### src/rtl/risc_bus_pkg.sv
// Shared bus types and constants for the memory port arbiter and future bus-owner arbiter.
package risc_bus_pkg;

  typedef enum logic [1:0] {
    IDLE,
    ACCESS,
    DONE
  } arb_state_t;

  localparam logic REQ_CPU = 1'b0;
  localparam logic REQ_IO  = 1'b1;

  localparam int DEFAULT_ADDR_W = 8;
  localparam int DEFAULT_DATA_W = 8;

endpackage

### src/rtl/rr_arb2.sv
// Two-way round-robin picker; the pointer only advances when update is asserted with a request present.
module rr_arb2
  import risc_bus_pkg::*;
(
  input  logic       clock,
  input  logic       reset,
  input  logic [1:0] req,
  input  logic       update,
  output logic       any,
  output logic       pick
);

  logic last_grant;

  always_comb begin
    any = |req;
    if (req == 2'b11) begin
      pick = ~last_grant;
    end else if (req[REQ_IO]) begin
      pick = REQ_IO;
    end else begin
      pick = REQ_CPU;
    end
  end

  // Pointer resets to IO so the CPU wins the first tie.
  always_ff @(posedge clock) begin
    if (reset) begin
      last_grant <= REQ_IO;
    end else if (update && any) begin
      last_grant <= pick;
    end
  end

endmodule

### src/rtl/mem_port_arbiter.sv
// Shares a single-port memory between the CPU sequencer and the IO/loader port.
module mem_port_arbiter
  import risc_bus_pkg::*;
#(
  parameter int ADDR_W  = DEFAULT_ADDR_W,
  parameter int DATA_W  = DEFAULT_DATA_W,
  parameter int MEM_LAT = 1
) (
  input  logic              clock,
  input  logic              reset,
  input  logic              cpu_req,
  input  logic              cpu_write,
  input  logic [ADDR_W-1:0] cpu_addr,
  input  logic [DATA_W-1:0] cpu_wdata,
  output logic              cpu_gnt,
  output logic              cpu_done,
  output logic [DATA_W-1:0] cpu_rdata,
  input  logic              io_req,
  input  logic              io_write,
  input  logic [ADDR_W-1:0] io_addr,
  input  logic [DATA_W-1:0] io_wdata,
  output logic              io_gnt,
  output logic              io_done,
  output logic [DATA_W-1:0] io_rdata,
  output logic              mem_read,
  output logic              mem_write,
  output logic [ADDR_W-1:0] mem_addr,
  output logic [DATA_W-1:0] mem_wdata,
  input  logic [DATA_W-1:0] mem_rdata,
  output logic              busy
);

  if (MEM_LAT < 1 || MEM_LAT > 4) begin : g_bad_lat
    $error("mem_port_arbiter: MEM_LAT must be in 1..4");
  end

  localparam logic [1:0] LAT_M1 = 2'(MEM_LAT - 1);

  arb_state_t state;
  logic [1:0] cnt;
  logic       owner;
  logic       any_req;
  logic       pick;
  logic       pick_write;

  rr_arb2 u_rr (
    .clock  (clock),
    .reset  (reset),
    .req    ({io_req, cpu_req}),
    .update (state == IDLE),
    .any    (any_req),
    .pick   (pick)
  );

  assign pick_write = (pick == REQ_IO) ? io_write : cpu_write;
  assign busy       = (state != IDLE);

  // mem_addr/mem_wdata double as the request latches; mem_read alone marks a read in ACCESS.
  always_ff @(posedge clock) begin
    if (reset) begin
      state     <= IDLE;
      cnt       <= '0;
      owner     <= REQ_CPU;
      cpu_gnt   <= 1'b0;
      io_gnt    <= 1'b0;
      cpu_done  <= 1'b0;
      io_done   <= 1'b0;
      mem_read  <= 1'b0;
      mem_write <= 1'b0;
      mem_addr  <= '0;
      mem_wdata <= '0;
      cpu_rdata <= '0;
      io_rdata  <= '0;
    end else begin
      case (state)
        IDLE: begin
          if (any_req) begin
            state     <= ACCESS;
            cnt       <= LAT_M1;
            owner     <= pick;
            cpu_gnt   <= (pick == REQ_CPU);
            io_gnt    <= (pick == REQ_IO);
            mem_addr  <= (pick == REQ_IO) ? io_addr : cpu_addr;
            mem_wdata <= (pick == REQ_IO) ? io_wdata : cpu_wdata;
            mem_write <= pick_write;
            mem_read  <= ~pick_write;
          end
        end
        ACCESS: begin
          mem_write <= 1'b0;
          if (cnt == '0) begin
            state    <= DONE;
            mem_read <= 1'b0;
            cpu_gnt  <= 1'b0;
            io_gnt   <= 1'b0;
            cpu_done <= (owner == REQ_CPU);
            io_done  <= (owner == REQ_IO);
            if (mem_read) begin
              if (owner == REQ_CPU) cpu_rdata <= mem_rdata;
              else                  io_rdata  <= mem_rdata;
            end
          end else begin
            cnt <= cnt - 2'd1;
          end
        end
        DONE: begin
          state    <= IDLE;
          cpu_done <= 1'b0;
          io_done  <= 1'b0;
        end
        default: state <= IDLE;
      endcase
    end
  end

endmodule

### config.mk
export PLATFORM = sky130hd
export DESIGN_NAME = mem_port_arbiter
export DESIGN_NICKNAME = d
export VERILOG_FILES = /design/src/rtl/risc_bus_pkg.sv /design/src/rtl/rr_arb2.sv /design/src/rtl/mem_port_arbiter.sv
export SDC_FILE = /design/constraint.sdc
export NUM_CORES = 1
export LEC_CHECK = 0
export ABC_AREA = 1
export ABC_CLOCK_PERIOD_IN_PS = 1800
export CAP_MARGIN = 20
export CORE_ASPECT_RATIO = 2
export CORE_MARGIN = 2
export CORE_UTILIZATION = 45
export CTS_CLUSTER_DIAMETER = 30
export DETAILED_ROUTE_END_ITERATION = 12
export PLACE_DENSITY = 0.95
export SLEW_MARGIN = 40
export SYNTH_ARGS = -nofsm -noshare
export SYNTH_HDL_FRONTEND = slang
export SYNTH_HIERARCHICAL = 1
export SYNTH_SLANG_ARGS = --single-unit
### constraint.sdc
create_clock -name clock -period 1.8 [get_ports clock]
set_input_delay 0.45 -clock clock [delete_from_list [all_inputs] [get_ports clock]]
set_output_delay 0.45 -clock clock [all_outputs]
set_load 0.05 [all_outputs]
==> summary.txt <==
CTS
  – Deepest clock path buffer count: 2
  – H-tree levels: 2
  – Clk root buf: clkbuf_8
  – Hold-fix buffers, CTS: 0
  – Sink Count: 44
  – Reg clk slew, reported paths: 0.09 ns
  – Num CTS Buffers: 5
  – Clock latency at the later pin of the worst-skew pair: 0.30 ns
  – CTS tree: yes
  – Post-CTS Setup Inserts: 0
  – Post-CTS Resized: 0

Logic synthesis
  – Yosys top cell by area: dfxtp_1
  – Synth Flop Type: dfxtp_1
  – Post-Syn Instances: 292
  – Seq cells post-synth: 44
  – Cell Area, Synth: 1971 um^2
  – Synth Area per Inst: 6.749 um^2
  – Net count after synthesis: 340
  – YS warnings: 6
  – EDFF count, synth: 0
  – Register area share after synthesis: 44.70%
  – Area contributors post-synth: dfxtp_1 (45%), nand2_1 (21%), nor2_1 (7.0%)
  – Post-synth ARST share: 0%
  – Top-area cell type share of the netlist area: 44.70%
  – Most common cell in the netlist: nand2_1
  – Commonest cells in the netlist: nand2_1 (109), dfxtp_1 (44), nor2_1 (37)
  – Library cells used by synthesis: 25

Layout
  – Area Overhead vs Synth: 49.08%
  – # diodes: 0
  – Non-Filler Instances: 436
  – Share of cells above drive strength 1: 17.28%
  – Final Net Count: 429

STA
  – RSZ-0062 raised after global routing: no
  – Setup TNS: 0 ns
  – Fmax: 621.2 MHz
  – Fin crit share: 89.44%
  – Layout Skew: 0.009594 ns
  – Fin. max-slew vios: 0
  – Setup violators final: 0
  – Worst-margin pin slew: 0.5751 ns
  – Hold Vio Cnt, Final: 0
  – Minimum clock period: 1.610 ns
  – Relative slew slack: 61.62%

Placement
  – Hpwl dp: 4067 um
  – Post-Place Cells: 428
  – Routability cong.: 0.7793
  – Input/output buffers: 84

Worst setup path
  – CP delay by family, top: flip-flops
  – Arr. time, crit path: 1.16 ns
  – Worst Path Max Fanout: 6
  – CP Cell Sequence: inv_1, nand2_1, buf_12
  – CP Class: flip-flop to output pin
  – RR Startpoint: cnt[0]
  – R2r worst-path depth: 7
  – Crit-path max cell delay: 0.47 ns
  – Reg2reg end: io_rdata[6]
  – CP Launch Type: flip-flop
  – Crit. End Element: output pin
  – Reg2Reg Setup Slack: 0.40 ns
  – Instance count on the critical path: 3
  – Worst EP required: 1.35 ns
  – WP buf/inv: 2
  – Slowest-stage cell, CP: dfxtp_1

Hold path
  – Hold endpoint: mem_addr[0]
  – Hold_sp: mem_addr[0]
  – Worst hold path depth: 2
  – Worst min path class: flip-flop to flip-flop

Global routing
  – GR Util All Layers: 21.81%
  – First-pass GRT wire length: 8438 um
  – Largest net degree at the start of global routing: 24
  – Initial antenna violation count: 0
  – Vias in the first global route: 2099
  – Grt ovf: 0

Drt
  – DRT antenna net count: 0
  – Routed wire per std cell: 11.93 um
  – 1st-iter DRT viols: 55
  – Vias per cell: 4.986
  – Drt first pass iters: 5
  – Remaining DRCs: 0
  – Vias: 2174
  – Total wire length: 5203 um

Power and ir drop
  – Pleak: 1.391 nW
  – Pwr dens: 860.7 nW/um^2
  – Peak VDD IR: 0.8879 mV

Die
  – I/O pins: 85
  – Die width: 50.80 um
  – Die area: 4957 um^2
  – Die height: 97.59 um
  – Row count: 34
  – Initial core utilization: 45.86%
  – Core area: 4297 um^2

Status
  – Status: finished clean

Job
  – Max Cap Viol: 0
## cells by family (layout without fill, tap and decap cells)
logic type / after synthesis / in the layout / synth area share [%]
AND/OR/NAND/NOR: 182 / 182 / 38.48
flip-flops: 44 / 44 / 44.70
buffers and inverters: 35 / 125 / 7.937
AO/OA/AOI/OAI: 29 / 29 / 7.619
adder cells (fa/ha/maj): 2 / 2 / 1.270
## layout make-up
cell class | count | area, um^2
inverters | 24 | 92.59
repair buffers | 93 | 848.3
fillers | 354 | 1359
multi-input cells | 213 | 933.4
flip-flops and latches | 44 | 880.8
clock buffers | 5 | 68.82
well taps | 54 | 67.56
clock inverters | 3 | 46.29
## sequential cells by signal, summed over array words and instances (netlist names)
register,count
mem_write,1
cpu_done,1
mem_wdata,8
owner,1
cnt,2
io_gnt,1
state,2
cpu_rdata,8
io_rdata,8
mem_read,1
cpu_gnt,1
io_done,1
u_rr/last_grant,1
mem_addr,8
## tightest hold or removal path, stage by stage, from the launching register on
cell and delay, ns:
dfxtp_1 0.32, nand2_1 0.06, a21oi_1 0.05
## cells in the final DEF, fill, tap and decap left out, drive strengths merged, types with 2 or more instances in the layout
master         instances
buf                   48
nand3                 25
nand4                  2
a21oi                 22
nand2                111
clkdlybuf4s50         45
inv                   25
clkbuf                 5
o21ai                  5
ha                     2
dfxtp                 44
nor2                  41
## how the worst max path moves through the flow
stage	slack, ns	to	from
CTS	0.20	busy	state[0]
floorplan	0.36	io_rdata[2]	mem_read
global route	0.11	mem_addr[0]	io_req
detailed placement	-0.10	mem_wdata[7]	io_req
finish	0.19	busy	state[0]
global placement	0.008	mem_wdata[6]	io_req
## through the flow
step	setup slack [ns]	hold slack [ns]	instance area (um^2)	power, W	utilization [%]
final	0.1901	0.4696	2938	0.002529	68.38
after CTS	0.2000	0.4710	2938	0.002539	68.38
after global placement	0.008098	0.4519	2823	0.001754	65.70
after global routing	0.1086	0.4902	2938	0.002626	68.38
after detailed placement	-0.1027	0.4582	2823	0.001771	65.70
after floorplan	0.3571	0.4455	1971	0.001501	-
## power by group
part	internal, W	switching [W]	total [W]
clock	0.000418	0.000363	0.000781
combinational	0.000262	0.000414	0.000676
sequential	0.00103	0.0000401	0.00107
## per-layer routing
layer / vias to the layer above / global-route usage (%) / part of all wire (%) / routed length, um
li1: 1092 / - / - / -
met1: 983 / 19.20 / 33 / 1737
met2: 80 / 43.32 / 59 / 3044
met3: 19 / 4.000 / 4.5 / 232
met4: 0 / 11.02 / 3.6 / 188
met5: - / 0 / 0 / 0
Note: power is estimated with default switching activity, not from simulation.
